==> config.mk <==
export PLATFORM = sky130hd
export DESIGN_NAME = bus_bridge
export DESIGN_NICKNAME = d
export VERILOG_FILES = /design/src/rtl/bus_bridge.sv
export SDC_FILE = /design/constraint.sdc
export NUM_CORES = 1
export LEC_CHECK = 0
export BUFFER_PORTS_ARGS = -buffer_cell sky130_fd_sc_hd__buf_2
export CORE_ASPECT_RATIO = 1.5
export CORE_MARGIN = 2
export CORE_UTILIZATION = 40
export DETAILED_ROUTE_END_ITERATION = 10
export GPL_ROUTABILITY_DRIVEN = 0
export SYNTH_ARGS = -nofsm -noshare
export SYNTH_HDL_FRONTEND = slang
export SYNTH_SLANG_ARGS = --single-unit
==> constraint.sdc <==
create_clock -name clk -period 2.3 [get_ports clk]
set_clock_uncertainty 0.1 [all_clocks]
set_input_delay 0.345 -clock clk [delete_from_list [all_inputs] [get_ports clk]]
set_output_delay 0.345 -clock clk [all_outputs]
set_load 0.01 [all_outputs]
==> src/rtl/bus_bridge.sv <==
// Bidirectional nibble-bus responder: forwards whichever side leaves idle,
// with direction arbitration, turnaround gap and sticky collision flag.
module bus_bridge #(
  parameter int               WIDTH       = 4,
  parameter logic [WIDTH-1:0] IDLE_VAL    = 4'hF,
  parameter int               TURN_CYCLES = 2
) (
  input  logic             clk,
  input  logic             rst_n,
  input  logic [WIDTH-1:0] left_in,
  output logic [WIDTH-1:0] left_out,
  output logic             left_oe,
  input  logic [WIDTH-1:0] right_in,
  output logic [WIDTH-1:0] right_out,
  output logic             right_oe,
  output logic [1:0]       dir,
  output logic             collision,
  output logic [7:0]       xfer_cnt
);

  localparam int TW = (TURN_CYCLES > 1) ? $clog2(TURN_CYCLES) : 1;

  typedef enum logic [1:0] {
    S_IDLE = 2'b00,
    S_L2R  = 2'b01,
    S_R2L  = 2'b10,
    S_TURN = 2'b11
  } state_t;

  state_t           r_state, w_state_nx;
  logic [WIDTH-1:0] r_left_q, r_right_q;
  logic [WIDTH-1:0] r_left_out, w_left_out_nx;
  logic [WIDTH-1:0] r_right_out, w_right_out_nx;
  logic             r_left_oe, w_left_oe_nx;
  logic             r_right_oe, w_right_oe_nx;
  logic             r_coll, w_coll_nx;
  logic [7:0]       r_cnt, w_cnt_nx;
  logic [TW-1:0]    r_tcnt, w_tcnt_nx;
  logic             w_l_act, w_r_act;

  assign w_l_act = (r_left_q != IDLE_VAL);
  assign w_r_act = (r_right_q != IDLE_VAL);

  always_ff @(posedge clk) begin
    if (!rst_n) begin
      r_state     <= S_IDLE;
      r_left_q    <= IDLE_VAL;
      r_right_q   <= IDLE_VAL;
      r_left_out  <= IDLE_VAL;
      r_right_out <= IDLE_VAL;
      r_left_oe   <= 1'b0;
      r_right_oe  <= 1'b0;
      r_coll      <= 1'b0;
      r_cnt       <= 8'd0;
      r_tcnt      <= '0;
    end else begin
      r_state     <= w_state_nx;
      r_left_q    <= left_in;
      r_right_q   <= right_in;
      r_left_out  <= w_left_out_nx;
      r_right_out <= w_right_out_nx;
      r_left_oe   <= w_left_oe_nx;
      r_right_oe  <= w_right_oe_nx;
      r_coll      <= w_coll_nx;
      r_cnt       <= w_cnt_nx;
      r_tcnt      <= w_tcnt_nx;
    end
  end

  always_comb begin
    w_state_nx     = r_state;
    w_left_out_nx  = r_left_out;
    w_right_out_nx = r_right_out;
    w_left_oe_nx   = r_left_oe;
    w_right_oe_nx  = r_right_oe;
    w_coll_nx      = r_coll;
    w_cnt_nx       = r_cnt;
    w_tcnt_nx      = r_tcnt;
    unique case (r_state)
      S_IDLE: begin
        if (w_l_act && !w_r_act) begin
          w_state_nx     = S_L2R;
          w_right_oe_nx  = 1'b1;
          w_right_out_nx = r_left_q;
          w_cnt_nx       = r_cnt + 8'd1;
        end else if (w_r_act && !w_l_act) begin
          w_state_nx    = S_R2L;
          w_left_oe_nx  = 1'b1;
          w_left_out_nx = r_right_q;
          w_cnt_nx      = r_cnt + 8'd1;
        end else if (w_l_act && w_r_act) begin
          w_coll_nx = 1'b1;
        end
      end
      // The driven side only reads back our own drive, so it is ignored
      S_L2R: begin
        if (w_l_act) begin
          w_right_out_nx = r_left_q;
        end else begin
          w_state_nx     = S_TURN;
          w_right_oe_nx  = 1'b0;
          w_right_out_nx = IDLE_VAL;
          w_tcnt_nx      = TW'(TURN_CYCLES - 1);
        end
      end
      S_R2L: begin
        if (w_r_act) begin
          w_left_out_nx = r_right_q;
        end else begin
          w_state_nx    = S_TURN;
          w_left_oe_nx  = 1'b0;
          w_left_out_nx = IDLE_VAL;
          w_tcnt_nx     = TW'(TURN_CYCLES - 1);
        end
      end
      S_TURN: begin
        if (r_tcnt == '0) w_state_nx = S_IDLE;
        else              w_tcnt_nx  = r_tcnt - 1'b1;
      end
      default: w_state_nx = S_IDLE;
    endcase
  end

  assign left_out  = r_left_out;
  assign left_oe   = r_left_oe;
  assign right_out = r_right_out;
  assign right_oe  = r_right_oe;
  assign dir       = r_state;
  assign collision = r_coll;
  assign xfer_cnt  = r_cnt;

endmodule

Word level (Yosys, flattened, before mapping):

Cells that the tools add are included.
Widths: inputs -> output; s select.

* register bits: 30
* logic and storage cells: 70

* $add $sub $neg: 2
* equal/unequal tests: 12
* muxes and demuxes: 26
* bitwise gates (word level): 2
* reductions and logical operators: 18

Operators by type and width (number)
* $mux 4: 5
* $mux 8: 2
* $pmux 4 s2: 2
* $ne 2x2->1 const B: 6
* $reduce_and 4->1: 3
* $mux 2: 5
* $reduce_and 3->1: 3
* $add 8x1->8 const B: 1
* $mux 1: 8
* $ne 4x4->1 const B: 2
* $pmux 2 s4: 1
* $reduce_bool 2->1: 3
* $eq 2x2->1 const B: 2
* $pmux 1 s2: 2
* $reduce_and 2->1: 2
* $logic_and 1x1->1: 3
* $ne 3x3->1 const B: 1
* $pmux 1 s3: 1
* $reduce_bool 3->1: 1
* $eq 2x1->1 const B: 1
* $logic_not 1->1: 2
* $logic_not 2->1: 1
* $not 1->1: 2
* $sub 1x1->1 const B: 1

Logic depth before layout (Yosys ltp):

Gate-level depths: netlist (run 1).

* depth in word-level cells: 6
* mapped depth: 9
* depth with buffers taken out: 7

Least setup slack after synthesis (run 1):

Ideal clock, no wire load.

* path kind: register to register
* start: reg r_right_q[2]
* end: reg r_cnt[4] (netlist: xfer_cnt[4])
* library setup time: 71 ps
* arrival time: 1704 ps
* required time: 2129 ps
* slack: 426 ps
* cell stages (with the launch flop): 10
* period minus slack after synthesis: 1874 ps
* cell sequence: dfxtp_1 and4_1 buf_6 inv_4 ha_1 and2_1 buf_2 nand2_1 or3_1 a21oi_1

* word-level cells in the longest chain between the ends: 5

RTL lines
* from (decl): RTL line 31 `logic [WIDTH-1:0] r_left_q, r_right_q;`
* from (signal assigned): RTL line 59 `r_right_q <= right_in;`
* $ne 4x4->1 *: RTL line 42 `assign w_r_act = (r_right_q != IDLE_VAL);`
* $logic_not 1->1: RTL line 81 `if (w_l_act && !w_r_act) begin`
* $logic_and 1x1->1: RTL line 81
* $reduce_bool 2->1 (no source line)
* $reduce_and 2->1 (no source line)
* to (signal assigned): RTL line 65 `r_cnt <= w_cnt_nx;`
* to (decl): RTL line 37 `logic [7:0] r_cnt, w_cnt_nx;`

Mark *: on every way between the ends. The rest lies on a longest branch, timed or not.
A chain may end at the register's enable or synchronous reset.

Final worst setup path (run 1):

* start: reg r_state[0] (netlist: dir[0])
* end: reg r_cnt[4] (netlist: xfer_cnt[4])

* word-level cells in the longest chain between the ends: 2

RTL lines
* from (decl): RTL line 30 `state_t r_state, w_state_nx;`
* from (signal assigned): RTL line 57 `r_state <= w_state_nx;`
* $logic_not 2->1: RTL line 79 `unique case (r_state)`
* $reduce_and 2->1 (no source line)

No other way between the ends.

==> flow_summary_export.csv, run 1 <==
group,metric,value,unit
run_status,outcome,"completed",
worst_setup_path,cp_cell_sequence,"inv_1 > ha_1 > and2_1 > nand2_1 > or3_1 > a21oi_1",
timing,fmax,507,MHz
yosys,postSynthCellCount,139,
grt,grt_pass1_wl,4210,µm
yosys,synth-main-ff-cell,"dfxtp_1",
placed_design,dpl.hpwl,1940,µm
clock_network,cts_tree,"yes",
worst_setup_path,cp.required,2410,ps
yosys,ys_types,36,
timing,maxSlewHeadroom,65.5,%
clock_network,clk_path_buf_depth,2,
worst_setup_path,slowest_stage,"ha_1",
finish,drive_gt1_share,27.3,%
hold_path,hold_path_class,"primary input to flop",
grt,track_usage,15.0,%
timing,setup_tns,0,ps
yosys,ys_ff_latch,30,
grt,antenna_found_initial,0,
detailed_routing,ant_nets,0,
timing,holdWs,145,ps
flow_run,cap_violations,0,
floorplanning,fp.dieArea,3860,µm²
yosys,synth.avg_cell_area,9.69,µm²
yosys,synthTopCellsByArea,"dfxtp_1 45%, ha_1 6.5%, mux2i_1 4.5%, nand2_1 4.2%, nand2b_1 3.7%",
clock_network,cts_root_buf,"clkbuf_8",
clock_network,insertion_delay,280,ps
yosys,synth_async_sr_flop_share,0,%
floorplanning,core-area,3190,µm²
power_and_ir_drop,swShare,33.7,%
finish,nFillCells,319,
worst_setup_path,worst-path-stages,6,
worst_setup_path,reg2regPathDepth,6,
power_and_ir_drop,power.density,1010,nW/µm²
worst_setup_path,crit_type,"flop to flop",
clock_network,cts_buffers,5,
yosys,yosys_warnings,0,
worst_setup_path,cp_slowest_stage_delay,500,ps
clock_network,cts_hold_buf,0,
yosys,yosysMostFrequentCell,"dfxtp_1",
clock_network,htreeDepth,2,
floorplanning,ios,31,
hold_path,hold_start,"right_in[1]",
detailed_routing,drt_first_pass_iters,4,
power_and_ir_drop,p_leak,0.704,nW
power_and_ir_drop,cellInternalPower,1.08,mW
floorplanning,dieHeight,75.1,µm
finish,num_antenna_cells,0,
hold_path,hold_depth,2,
power_and_ir_drop,p_switching,551,µW
grt,grt_pass1_vias,1008,
placed_design,dp_slack,331,ps
detailed_routing,wl_per_cell,12.0,µm
power_and_ir_drop,p_seq_share,41.3,%
power_and_ir_drop,power_frac_comb,32.7,%
detailed_routing,drt_iter0_drc,24,
timing,setup_viol_count_final,0,
grt,grt-ovfl-total,0,
detailed_routing,drc,0,
worst_setup_path,startpoint_type,"flop",
floorplanning,start_util,42.2,%
clock_network,clkSinkCount,30,
finish,fin_nets,188,
power_and_ir_drop,pwr-share-clk,26.0,%
timing,rsz0062_at_grt,"no",
yosys,synth_top_cell_by_area,"dfxtp_1",
worst_setup_path,critPathLaunch,"dir[0]",
worst_setup_path,cpLargestDelayFamily,"simple AND/OR/NAND/NOR gates",
timing,hold_viol_final,0,
timing,worst_pin_slew,517,ps
yosys,yosysTopAreaCellShare,44.6,%
worst_setup_path,path_max_fanout,13,
worst_setup_path,r2r_slack,330,ps
timing,final.setup.worst_slack,327,ps
floorplanning,fp.dieW,51.4,µm
yosys,synth-edff-count,0,
worst_setup_path,end_kind,"flop",
timing,min_period,1970,ps
clock_network,postCtsSetupBuffers,0,
worst_setup_path,critical_path_buf_inv_count,1,
power_and_ir_drop,ir_worst_vdd,625,µV
timing,slew_viol_final,0,
worst_setup_path,critPathArrivalTime,2080,ps
grt,grt_max_degree,21,
yosys,syn_nets,156,
detailed_routing,vias,1062,
yosys,synthTopCellsByCount,"30 x dfxtp_1, 15 x nand2_1, 9 x nor2_1",
timing,fin_crit_sh,85.8,%
detailed_routing,wl,2540,µm
yosys,synth-seq-area-share,44.6,%
detailed_routing,routed_via_density,5.01,
floorplanning,std_cell_rows,25,
clock_network,clkTransAtPathRegs,60,ps
worst_setup_path,crit-reg2reg-launch,"dir[0]",
finish,synthToLayoutAreaGrowth,19.6,%
yosys,netlist_area,1350,µm²
placed_design,io_buffers,30,
clock_network,post_cts_resized,0,
==> placed cells by master, fill, tap and decap left out, types with 2 or more instances in the layout <==
cell and count:
mux2i_1 6, o311ai_1 4, xnor2_1 4, o21ai_0 6
nand2_1 15, nand2b_1 8, dfxtp_1 30, a21oi_1 6
o21ai_1 2, nor2b_1 3, inv_1 8, clkbuf_8 6
xor2_1 2, ha_1 7, a211oi_2 2, nand3_1 3
buf_2 30, nor2_1 9, nor3_1 3
==> metal layers <==
metal / up-vias / share of wire (%) / global-route usage [%]
met3: 6 / 4.9 / 5.95
li1: 536 / - / -
met2: 26 / 53 / 27.5
met5: - / 0 / 0
met4: 0 / 2.2 / 7.89
met1: 494 / 40 / 14.1
==> kinds of logic (layout without fill, tap and decap cells) <==
group / after synthesis / in the layout / share of synthesized area, %
AND/OR/NAND/NOR: 47 / 47 / 18.6
flip-flops: 30 / 30 / 44.6
AO/OA/AOI/OAI: 27 / 27 / 16.4
buffers and inverters: 16 / 49 / 5.58
adder cells (fa/ha/maj): 7 / 7 / 6.51
XOR/XNOR: 6 / 6 / 3.90
multiplexers: 6 / 6 / 4.46
==> registers in the layout (all words and copies together) (netlist names) <==
signal,count
r_tcnt,1
r_left_q,4
r_right_q,4
right_oe,1
left_out,4
xfer_cnt,8
collision,1
dir,2
left_oe,1
right_out,4
==> final cells by class <==
type	instances	area [µm²]	share of cell area [%]
clock inverters	1	5.00	0.311
inverters	10	40.0	2.49
flip-flops and latches	30	601	37.3
repair buffers	31	158	9.79
clock buffers	7	86.3	5.36
well taps	40	50.0	3.11
multi-input cells	93	671	41.6
==> worst paths after layout <==
check / end
hold reg to reg: right_out[0]
setup reg to reg: xfer_cnt[4]
setup / recovery: xfer_cnt[4]
hold / removal: r_right_q[1]
==> power groups by stage <==
stage | sequential (mW) | combinational, mW | clock (mW)
global placement | 0.681 | 0.525 | 0
CTS | 0.676 | 0.542 | 0.439
floorplan | 0.711 | 0.377 | 0
global route | 0.690 | 0.591 | 0.464
finish | 0.675 | 0.534 | 0.425
detailed placement | 0.686 | 0.538 | 0
==> per-stage QoR <==
| step | cell area (µm²) | utilization, % | std cells | total power, mW |
|---|---|---|---|---|
| after detailed placement | 1520 | 47.6 | 204 | 1.22 |
| after global routing | 1610 | 50.5 | 212 | 1.74 |
| after global placement | 1520 | 47.6 | 204 | 1.21 |
| final | 1610 | 50.5 | 212 | 1.63 |
| after floorplan | 1350 | - | 139 | 1.09 |
| after CTS | 1610 | 50.5 | 212 | 1.66 |
No activity file was read; power rests on OpenSTA's default activity.
==> run 2, diff against run 1 <==
Settings changed: CELL_PAD_IN_SITES_DETAIL_PLACEMENT set to 1, CELL_PAD_IN_SITES_GLOBAL_PLACEMENT set to 1, CORE_UTILIZATION 40 to 39, PLACE_DENSITY_LB_ADDON set to 0.1, TNS_END_PERCENT set to 20.
==> run 2 against run 1 <==
Sequential power about the same; die area is 2.4% higher; sequential share of layout area decreased by 0.058 points; cell area rose by 0.16%; first-iteration DRC count down 75%; maximum frequency decreased by 6.5%; total power up 1.3%; clock-buffer cell count is the same; flip-flop and latch count unchanged; non-clock buffer count is the same.
==> flow_summary_export.csv, run 2 (same netlist as run 1, synthesis figures left out) <==
group,metric,value,unit
worst_setup_path,crit_type,"flop to flop",
clock_network,clkTransAtPathRegs,60,ps
power_and_ir_drop,swShare,34.4,%
detailed_routing,drt_first_pass_iters,4,
timing,min_period,2110,ps
hold_path,hold_depth,2,
placed_design,io_buffers,30,
clock_network,post_cts_resized,0,
clock_network,htreeDepth,2,
finish,fin_nets,188,
detailed_routing,drc,0,
grt,track_usage,15.8,%
worst_setup_path,rr_endpoint,"xfer_cnt[4]",
clock_network,postCtsSetupBuffers,0,
worst_setup_path,cp.required,2410,ps
clock_network,clk_path_buf_depth,2,
grt,grt_pass1_wl,4640,µm
detailed_routing,ant_nets,0,
floorplanning,fp.dieArea,3950,µm²
run_status,outcome,"completed",
clock_network,clkSinkCount,30,
floorplanning,fp.dieW,52.0,µm
power_and_ir_drop,ir_worst_vdd,466,µV
detailed_routing,wl,2780,µm
finish,fin_util,48.1,%
floorplanning,dieHeight,76.0,µm
worst_setup_path,end_kind,"flop",
worst_setup_path,r2r_slack,190,ps
finish,layout.cells.non_filler,214,
detailed_routing,vias,1085,
hold_path,hold_path_class,"primary input to flop",
clock_network,cts_root_buf,"clkbuf_8",
grt,grt_use_met2,27.5,%
power_and_ir_drop,p_seq_share,40.8,%
finish,num_antenna_cells,0,
finish,nFillCells,416,
detailed_routing,drt_iter0_drc,6,
floorplanning,ios,31,
power_and_ir_drop,p_leak,0.705,nW
detailed_routing,wl_per_cell,13.0,µm
grt,use_met1,16.3,%
worst_setup_path,startpoint_type,"flop",
floorplanning,std_cell_rows,26,
clock_network,cts_buffers,5,
placed_design,dp_slack,187,ps
flow_run,cap_violations,0,
power_and_ir_drop,pwr-share-clk,26.4,%
timing,rsz0062_at_grt,"no",
worst_setup_path,critPathLaunch,"r_right_q[2]",
grt,grt_pass1_vias,1057,
grt,grt_busiest_layer,"met2",
finish,largest_register_ffs,8,
timing,fin_crit_sh,91.7,%
timing,final.setup.worst_slack,190,ps
timing,setup_tns,0,ps
worst_setup_path,critPathArrivalTime,2220,ps
power_and_ir_drop,p_switching,570,µW
timing,fmax,474,MHz
finish,synthToLayoutAreaGrowth,19.8,%
grt,grt-ovfl-total,0,
finish,drive_gt1_share,27.3,%
floorplanning,core-area,3350,µm²
detailed_routing,routed_via_density,5.07,
timing,setup_viol_count_final,0,
timing,slew_viol_final,0,
timing,maxSlewHeadroom,65.5,%
floorplanning,start_util,40.2,%
worst_setup_path,crit-reg2reg-launch,"r_right_q[2]",
grt,grt_max_degree,21,
grt,gr-usage-met3,3.54,%
worst_setup_path,cp-endpoint,"xfer_cnt[4]",
placed_design,dpl.hpwl,2090,µm
clock_network,cts_tree,"yes",
power_and_ir_drop,power.density,1030,nW/µm²
grt,antenna_found_initial,0,
timing,hold_viol_final,0,
timing,worst_pin_slew,518,ps
power_and_ir_drop,power_frac_comb,32.8,%
power_and_ir_drop,power,1.66,mW
clock_network,cts_hold_buf,0,
worst_setup_path,path_max_fanout,7,
power_and_ir_drop,cellInternalPower,1.09,mW
finish,layout_common_cells,"30 x dfxtp_1, 30 x buf_2, 15 x nand2_1",
placed_design,dpl.cell_count,206,
worst_setup_path,reg2regPathDepth,7,
clock_network,insertion_delay,280,ps
run 2: layout make-up:
cell class,instances,area [µm²],share of cell area (%)
clock buffers,7,86.3,5.35
clock inverters,1,5.00,0.310
inverters,10,40.0,2.48
multi-input cells,93,671,41.6
flip-flops and latches,30,601,37.2
well taps,42,52.6,3.26
repair buffers,31,158,9.77
run 2: layer usage:
metal | vias up | wire, µm
met1 | 520 | 1090
met4 | 0 | 49
met2 | 23 | 1530
li1 | 536 | -
met3 | 6 | 112
met5 | - | 0
run 2: metrics by stage:
stage / instance area (µm²) / hold slack (ps)
finish: 1610 / 137
global route: 1610 / 142
floorplan: 1350 / 346
detailed placement: 1520 / 366
global placement: 1520 / 354
CTS: 1610 / 130
run 2: power groups by stage:
stage          clock network (mW)  registers (mW)  logic [mW]
6_report                    0.437           0.675       0.544
4_1_cts                     0.450           0.677       0.557
3_5_place_dp                    0           0.687       0.552
5_1_grt                     0.482           0.687       0.611
3_3_place_gp                    0           0.681       0.543
2_1_floorplan                   0           0.711       0.377
run 2: critical path, cell delays in order, from the launching register on:
cell,delay (ps)
dfxtp_1,320
and4_1,420
inv_4,90
ha_1,320
and2_1,220
nand2_1,120
or3_1,310
a21oi_1,140
run 2: worst min-delay path by stage:
stage,startpoint,to,slack (ps)
2_1_floorplan,left_in[0],r_left_q[0],350
3_3_place_gp,collision,collision,350
3_5_place_dp,collision,collision,370
4_1_cts,left_in[3],r_left_q[3],130
5_1_grt,left_in[3],r_left_q[3],140
6_report,left_in[3],r_left_q[3],140
